$ cat src/rtl/imem_fetch_arbiter.sv
// imem_fetch_arbiter: shares one instruction-memory read port between the fetch
// unit (r0) and the debug/loader port (r1).
//   im_clk, im_rst            clock, async active-low reset
//   r0_* / r1_*               request/addr in, gnt pulse out (comb), rvalid/rdata response
//   r0_flush                  drop every in-flight r0 response, block r0 grant this cycle
//   drain_req / drain_done    quiesce request / registered "drained" status
//   m_ce, m_addr, m_instr,    memory port; data returns MEM_LAT cycles after issue
//   m_valid
//   err_sticky                a response was delivered while m_valid was low
module imem_fetch_arbiter #(
   parameter int unsigned PC_WIDTH = 32,
   parameter int unsigned IWIDTH   = 32,
   parameter int unsigned MEM_LAT  = 2,
   parameter int unsigned RR_EN    = 1
) (
   input  logic                im_clk,
   input  logic                im_rst,
   input  logic                r0_req,
   input  logic [PC_WIDTH-1:0] r0_addr,
   output logic                r0_gnt,
   output logic                r0_rvalid,
   output logic [IWIDTH-1:0]   r0_rdata,
   input  logic                r0_flush,
   input  logic                r1_req,
   input  logic [PC_WIDTH-1:0] r1_addr,
   output logic                r1_gnt,
   output logic                r1_rvalid,
   output logic [IWIDTH-1:0]   r1_rdata,
   input  logic                drain_req,
   output logic                drain_done,
   output logic                m_ce,
   output logic [PC_WIDTH-1:0] m_addr,
   input  logic [IWIDTH-1:0]   m_instr,
   input  logic                m_valid,
   output logic                err_sticky
);

   localparam int unsigned TAIL = MEM_LAT - 1;

   typedef enum logic [1:0] {
      ST_IDLE   = 2'd0,
      ST_ACTIVE = 2'd1,
      ST_DRAIN  = 2'd2
   } state_t;

   state_t              state_q, state_d;
   logic                run_q;
   logic                ptr_q, ptr_d;
   logic [MEM_LAT-1:0]  tag_v_q, tag_v_d, tag_id_q, tag_id_d, keep_v;
   logic                gnt_en, r0_elig, r1_elig;
   logic                tail_v, tail_id, r0_hit, r1_hit, pipe_busy;
   logic                drain_done_q, err_q;
   logic [IWIDTH-1:0]   r0_rdata_q, r1_rdata_q;

   // Grants only once out of reset for a full edge, and never while draining.
   assign gnt_en  = run_q & (state_q != ST_DRAIN) & ~drain_req;
   assign r0_elig = gnt_en & r0_req & ~r0_flush;
   assign r1_elig = gnt_en & r1_req;

   // State register.
   always_ff @(posedge im_clk or negedge im_rst) begin
      if (!im_rst) state_q <= ST_IDLE;
      else         state_q <= state_d;
   end

   // Next-state logic; drain request overrides everything.
   always_comb begin
      state_d = state_q;
      if (drain_req) begin
         state_d = ST_DRAIN;
      end else begin
         case (state_q)
            ST_IDLE:   if (m_ce) state_d = ST_ACTIVE;
            ST_ACTIVE: if (!r0_req && !r1_req && !pipe_busy) state_d = ST_IDLE;
            ST_DRAIN:  state_d = ST_IDLE;
            default:   state_d = ST_IDLE;
         endcase
      end
   end

   // Grant outputs: pointer breaks ties when round-robin is enabled, else r0 wins.
   always_comb begin
      r0_gnt = 1'b0;
      r1_gnt = 1'b0;
      if (r0_elig && r1_elig) begin
         if ((RR_EN != 0) && ptr_q) r1_gnt = 1'b1;
         else                       r0_gnt = 1'b1;
      end else begin
         r0_gnt = r0_elig;
         r1_gnt = r1_elig;
      end
   end

   assign m_ce   = r0_gnt | r1_gnt;
   assign m_addr = r1_gnt ? r1_addr : (r0_gnt ? r0_addr : '0);
   assign ptr_d  = r0_gnt ? 1'b1 : (r1_gnt ? 1'b0 : ptr_q);

   // Tag pipe: shift toward the tail; a flush kills every r0 entry, tail included.
   assign keep_v   = tag_v_q & ~({MEM_LAT{r0_flush}} & ~tag_id_q);
   assign tag_v_d  = MEM_LAT'({keep_v, m_ce});
   assign tag_id_d = MEM_LAT'({tag_id_q, r1_gnt});
   assign pipe_busy = |tag_v_q;

   assign tail_v  = tag_v_q[TAIL];
   assign tail_id = tag_id_q[TAIL];
   assign r0_hit  = tail_v & ~tail_id & ~r0_flush;
   assign r1_hit  = tail_v & tail_id;

   // Responses line up with m_instr in the tail cycle; rdata holds the last delivery.
   assign r0_rvalid  = r0_hit;
   assign r1_rvalid  = r1_hit;
   assign r0_rdata   = r0_hit ? m_instr : r0_rdata_q;
   assign r1_rdata   = r1_hit ? m_instr : r1_rdata_q;
   assign drain_done = drain_done_q;
   assign err_sticky = err_q;

   // Datapath and status registers.
   always_ff @(posedge im_clk or negedge im_rst) begin
      if (!im_rst) begin
         run_q        <= 1'b0;
         ptr_q        <= 1'b0;
         tag_v_q      <= '0;
         tag_id_q     <= '0;
         r0_rdata_q   <= '0;
         r1_rdata_q   <= '0;
         drain_done_q <= 1'b0;
         err_q        <= 1'b0;
      end else begin
         run_q        <= 1'b1;
         ptr_q        <= ptr_d;
         tag_v_q      <= tag_v_d;
         tag_id_q     <= tag_id_d;
         r0_rdata_q   <= r0_rdata;
         r1_rdata_q   <= r1_rdata;
         drain_done_q <= (state_d == ST_DRAIN) & ~(|tag_v_d);
         err_q        <= err_q | ((r0_hit | r1_hit) & ~m_valid);
      end
   end

endmodule

$ cat config.mk
export PLATFORM = sky130hd
export DESIGN_NAME = imem_fetch_arbiter
export DESIGN_NICKNAME = d
export VERILOG_FILES = /design/src/rtl/imem_fetch_arbiter.sv
export SDC_FILE = /design/constraint.sdc
export NUM_CORES = 1
export LEC_CHECK = 0
export BUFFER_PORTS_ARGS = -buffer_cell sky130_fd_sc_hd__buf_2
export CAP_MARGIN = 40
export CORE_MARGIN = 4
export CORE_UTILIZATION = 39
export DETAILED_ROUTE_END_ITERATION = 6
export PLACE_DENSITY = 0.77
export SLEW_MARGIN = 0
export SYNTH_ARGS = -nofsm -noshare
export SYNTH_HDL_FRONTEND = slang
export SYNTH_SLANG_ARGS = --single-unit
$ cat constraint.sdc
create_clock -name im_clk -period 1.6 [get_ports im_clk]
set_clock_uncertainty 0.2 [all_clocks]
set_input_delay 0.16 -clock im_clk [delete_from_list [all_inputs] [get_ports im_clk]]
set_output_delay 0.16 -clock im_clk [all_outputs]
set_load 0.02 [all_outputs]
Word-level counts from Yosys, hierarchy flattened
Cells that the tools add are included.
- input port bits: 103
- logic and storage cells: 58
- bits in registers: 74
- output and inout port bits: 103
- reductions and logical operators: 10
- mux-type cells: 14
- bitwise gates (word level): 22
- equality and inequality tests: 3
- operator list (cell ; count):
    2-to-1 mux 32 bit ; 4
    AND 1 bit ; 12
    NOT 1 bit ; 7
    2-to-1 mux 1 bit ; 6
    2-to-1 mux 2 bit ; 3
    case mux 2 bit (2 select lines) ; 1
    OR reduction 2 bit ; 2
    logical AND 1 bit ; 3
    zero test 1 bit ; 3
    bitwise OR 1 bit ; 3
    equality test 2 x 1 -> 1 bit (second input constant) ; 1
    equality test 2 bit (second input constant) ; 1
    zero test 2 bit ; 1
    != test 2 bit (second input constant) ; 1
    nonzero test 2 bit ; 1

Depth between registers and ports, before layout
- depth after elaboration: 13
- depth in mapped cells: 5
- gate-level depth less buffers: 3

Least setup slack after synthesis
No wires, ideal clock.
- path kind: reg2reg
- start: register tag_id_q[1]
- end: register r0_rdata_q[4]
- required time: 1.233 ns
- period minus slack after synthesis: 1.700 ns
- stages on the path, launching flop included: 4
- library setup time: 0.167 ns
- arrival time: 1.333 ns
- setup slack: -0.100 ns
- buffers on the path: 1
- cell sequence: dfrtp_1 nor3b_4 buf_6 mux2_1
- word-level cells in the longest chain between the ends: 4
- ends and longest elaborated chain (what ; line ; RTL):
    start: declaration ; 49 ; logic [MEM_LAT-1:0] tag_v_q, tag_v_d, tag_id_q, tag_id_d, keep_v;
    start signal: assignment ; 132 ; tag_id_q <= tag_id_d;
    NOT 1 bit ; 106 ; assign r0_hit = tail_v & ~tail_id & ~r0_flush;
    AND 1 bit (2 in a row) ; 106 ;
    2-to-1 mux 32 bit ; 112 ; assign r0_rdata = r0_hit ? m_instr : r0_rdata_q;
    via r0_rdata[4] ; 22 ; output logic [IWIDTH-1:0] r0_rdata,
    end signal: assignment ; 133 ; r0_rdata_q <= r0_rdata;
    end: declaration ; 53 ; logic [IWIDTH-1:0] r0_rdata_q, r1_rdata_q;
The timed path passes the listed nets, and every way through them passes these cells.
A chain may end at the register's enable or synchronous reset.

Worst setup path after layout
- start: register ptr_q
- end: output port m_addr[21]
- word-level cells in the longest chain between the ends: 4
- elaborated cells between the ends (all ways): 6
- classes of those cells: mux: 6
- ends and longest elaborated chain (what ; line ; RTL):
    start: declaration ; 48 ; logic ptr_q, ptr_d;
    start signal: assignment ; 130 ; ptr_q <= ptr_d;
    2-to-1 mux 1 bit ; 86 ; if ((RR_EN != 0) && ptr_q) r1_gnt = 1'b1;
    2-to-1 mux 1 bit ; 85 ; if (r0_elig && r1_elig) begin
    2-to-1 mux 32 bit ; 95 ; assign m_addr = r1_gnt ? r1_addr : (r0_gnt ? r0_addr : '0);
    2-to-1 mux 32 bit (*) ; 95 ;
    end: declaration ; 32 ; output logic [PC_WIDTH-1:0] m_addr,
Every way passes the cells marked *; elsewhere a longest branch is shown, timed or not.

==> results.py <==
metrics = {
    "die": {
        "rows": 33,
        "core_area_mm2": 0.00830,
        "dieArea_mm2": 0.0102,
        "initial_core_util": 0.407,
        "fp.dieW_um": 101,
        "die_h_um": 101,
        "ios": 206,
    },
    "timing": {
        "maxSlewViolCount": 0,
        "fin_crit_sh": 1.37,
        "fmax_mhz": 457,
        "rsz0062_at_grt": "true",
        "finalCriticalPeriod_ps": 2190,
        "setup_viol": 136,
        "worst_pin_slew_ps": 555,
        "hold-worst-slack_ps": -110,
        "setup_ws_ps": -590,
        "hold_viol": 34,
        "maxSlewHeadroom": 0.630,
    },
    "yosys": {
        "yosysWarnings": 0,
        "ys_seq_area_frac": 0.549,
        "yosysUniqueCellTypes": 25,
        "synth_top_area_frac": 0.549,
        "synth_area_mm2": 0.00337,
        "synthesis.nets": 390,
        "avgSynthCellArea_um2": 11.8,
        "synthTopCellsByArea": "dfrtp_1 55%, mux2_2 21%, nand3_1 9.6%",
        "ys_ff_latch": 74,
        "synth_top_area_cell": "dfrtp_1",
        "netlist_instances": 287,
    },
    "clock_network": {
        "root_buffer": "clkbuf_8",
        "htreeDepth": 3,
        "clk_pin_slew_ps": 80,
        "numClockSinks": 74,
        "cts_tree": "done",
        "cts_buffer_depth": 2,
        "clk-insertion-delay-late_ps": 350,
        "numCtsBuffers": 9,
    },
    "critical_path": {
        "startpoint_type": "flop",
        "worstPathArrival_ps": 1830,
        "crit_fanout": 8,
        "crit_buf_inv": 3,
        "critPathTopFamily": "simple AND/OR/NAND/NOR gates",
        "crit_slowest_cell": "or3b_4",
        "critPathRequiredTime_ps": 1240,
        "r2r_slack_ps": -300,
        "crit_type": "reg -> out",
        "worstReg2RegEnd": "r0_rdata_q[25]$_DFF_PN0_",
        "cp_cell_sequence": "or3b_4, buf_4, buf_12, nand3_4, a21oi_2, buf_6",
        "r2r_cells": 7,
        "slowest_delay_ps": 460,
        "crit_path_end_kind": "output port",
        "rr_startpoint": "tag_id_q[1]$_DFF_PN0_",
    },
    "placed_design": {
        "hpwl_mm": 7.29,
        "portBuffers": 205,
        "place_area_mm2": 0.00470,
        "gp_congestion": 0.764,
    },
    "hold_path": {
        "min_from": "m_instr[19]",
        "hold_end": "r1_rdata_q[19]$_DFF_PN0_",
        "hold_path_class": "in -> reg",
        "hold_depth": 2,
    },
    "global_routing": {
        "antenna_found_initial": 0,
        "grt-ovfl-total": 0,
        "first_global_vias": 3917,
        "grt_pass1_wl_mm": 20.8,
        "grt_max_degree": 44,
        "gr-usage-all-layers": 0.269,
    },
    "detailed_routing": {
        "antenna_left": 0,
        "firstDrtPassIters": 5,
        "vias": 3907,
        "post-route-drc-count": 0,
        "wirelength_mm": 17.5,
        "viasPerCell": 5.69,
        "dr.first_iter.drc_count": 247,
        "route.detailed.wl_per_inst_um": 25.5,
    },
    "finish": {
        "area_growth_pct": 118,
        "fin_area_mm2": 0.00734,
        "drive_above_1_share": 0.777,
        "n_antenna_cell": 0,
        "layout.nets": 680,
        "fillerInstances": 343,
    },
    "power_and_ir_drop": {
        "powerDensity_mw_per_mm2": 944,
        "vdd_drop_max_v": 0.000686,
        "p_total_uw": 6930,
        "power.leakage_uw": 0.00353,
    },
    "flow_run": {
        "max_cap_violations": 0,
    },
    "status": {
        "violations": "negative hold slack, negative setup slack",
        "status": "finished with violations",
    },
}
-- power breakdown --
part	internal, µW	switching, µW
combinational	1570	1330
clock	1010	720
sequential	2160	130
total	4750	2180
-- state kept, by name, indices dropped and copies added (netlist names) --
| signal | flops |
|---|---|
| tag_id_q | 2 |
| ptr_q | 1 |
| err_sticky | 1 |
| state_q | 2 |
| tag_v_q | 2 |
| drain_done | 1 |
| r1_rdata_q | 32 |
| r0_rdata_q | 32 |
| run_q | 1 |
-- worst max-delay path by stage --
stage	startpoint	endpoint	slack, ps	cells past startpoint
5_1_grt	ptr_q$_DFFE_PN0P_	m_addr[21]	-610	6
6_report	ptr_q$_DFFE_PN0P_	m_addr[21]	-590	6
3_3_place_gp	tag_id_q[1]$_DFF_PN0_	r0_rdata[1]	-160	4
4_1_cts	tag_id_q[1]$_DFF_PN0_	r0_rdata[7]	-560	5
3_5_place_dp	tag_v_q[1]$_DFF_PN0_	r0_rdata[11]	-200	4
2_1_floorplan	tag_id_q[1]$_DFF_PN0_	r0_rdata[22]	-50	3
-- through the flow --
| stage | utilization | hold WS, ps | std cells | worst slack (ps) | setup TNS (ps) |
|---|---|---|---|---|---|
| 2_1_floorplan | - | -336 | 287 | -53.7 | -3050 |
| 3_3_place_gp | 0.566 | 7.74 | 593 | -161 | -6880 |
| 3_5_place_dp | 0.566 | 19.6 | 593 | -196 | -8830 |
| 4_1_cts | 0.771 | -130 | 659 | -560 | -52660 |
| 5_1_grt | 0.885 | -121 | 687 | -615 | -57520 |
| 6_report | 0.885 | -110 | 687 | -590 | -52190 |
-- routing by layer --
| metal | global-route usage | routed length (µm) | up-vias |
|---|---|---|---|
| li1 | - | - | 1614 |
| met1 | 0.319 | 6180 | 1936 |
| met2 | 0.482 | 9310 | 288 |
| met3 | 0.0657 | 1190 | 69 |
| met4 | 0.0808 | 845 | 0 |
| met5 | 0 | 0 | - |
-- worst register-to-register path, cell delays in order (launching register included) --
cell and delay, ps:
dfrtp_1 430, nor3b_4 240, buf_6 150, buf_12 140, mux2_4 330, buf_6 120
buf_6 110, buf_6 100
-- cell usage in the layout (no fill, tap or decap), drive strengths merged --
master / n
a31o: 1
inv: 7
o2111ai: 1
conb: 1
nand4: 1
nand3: 65
bufinv: 2
a21oi: 33
nor2b: 1
nor3b: 1
nor2: 3
o2bb2ai: 1
mux2: 64
clkbuf: 15
or3b: 1
a21boi: 1
nor4: 1
nand2: 4
nand2b: 2
dlygate4sd3: 14
dfrtp: 74
buf: 288
a211o: 1
-- what timing repair did --
action	in CTS	in global routing
endpoints found under the hold margin	140	50
pin swaps	31	28
resized for setup	197	223
gates cloned	15	3
setup endpoints to repair	112	155
buffers inserted	24	39
hold buffers	12	3
-- cells in the mapped netlist --
library cell,n
a21boi_0,1
dfrtp_1,74
buf_2,12
o2111ai_1,1
conb_1,1
a21oi_1,33
nor2_1,3
nor4_1,1
nand2b_1,2
nand3_1,65
buf_1,3
nand2_1,4
a211o_1,1
a31o_2,1
buf_6,6
nand4_1,1
buf_4,1
nor2b_1,1
mux2_2,63
mux2_1,1
or3b_1,1
o2bb2ai_1,1
inv_1,6
clkbuf_1,3
nor3b_4,1
-- cell type report --
| cell class | instances | area (µm²) | area share |
|---|---|---|---|
| clock buffers | 13 | 169 | 0.0230 |
| clock inverters | 3 | 68.8 | 0.00937 |
| multi-input cells | 182 | 2100 | 0.286 |
| repair buffers | 304 | 3000 | 0.408 |
| flip-flops and latches | 74 | 1850 | 0.252 |
| well taps | 105 | 131 | 0.0179 |
| inverters | 6 | 25.0 | 0.00341 |
-- cell families after synthesis --
| logic type | Yosys count | synth area share |
|---|---|---|
| simple gates | 79 | 0.122 |
| flops | 74 | 0.549 |
| mux | 64 | 0.214 |
| compound gates | 38 | 0.0616 |
| buf+inv | 31 | 0.0534 |
| other cells | 1 | 0.00111 |
(Power assumes the default switching activity.)
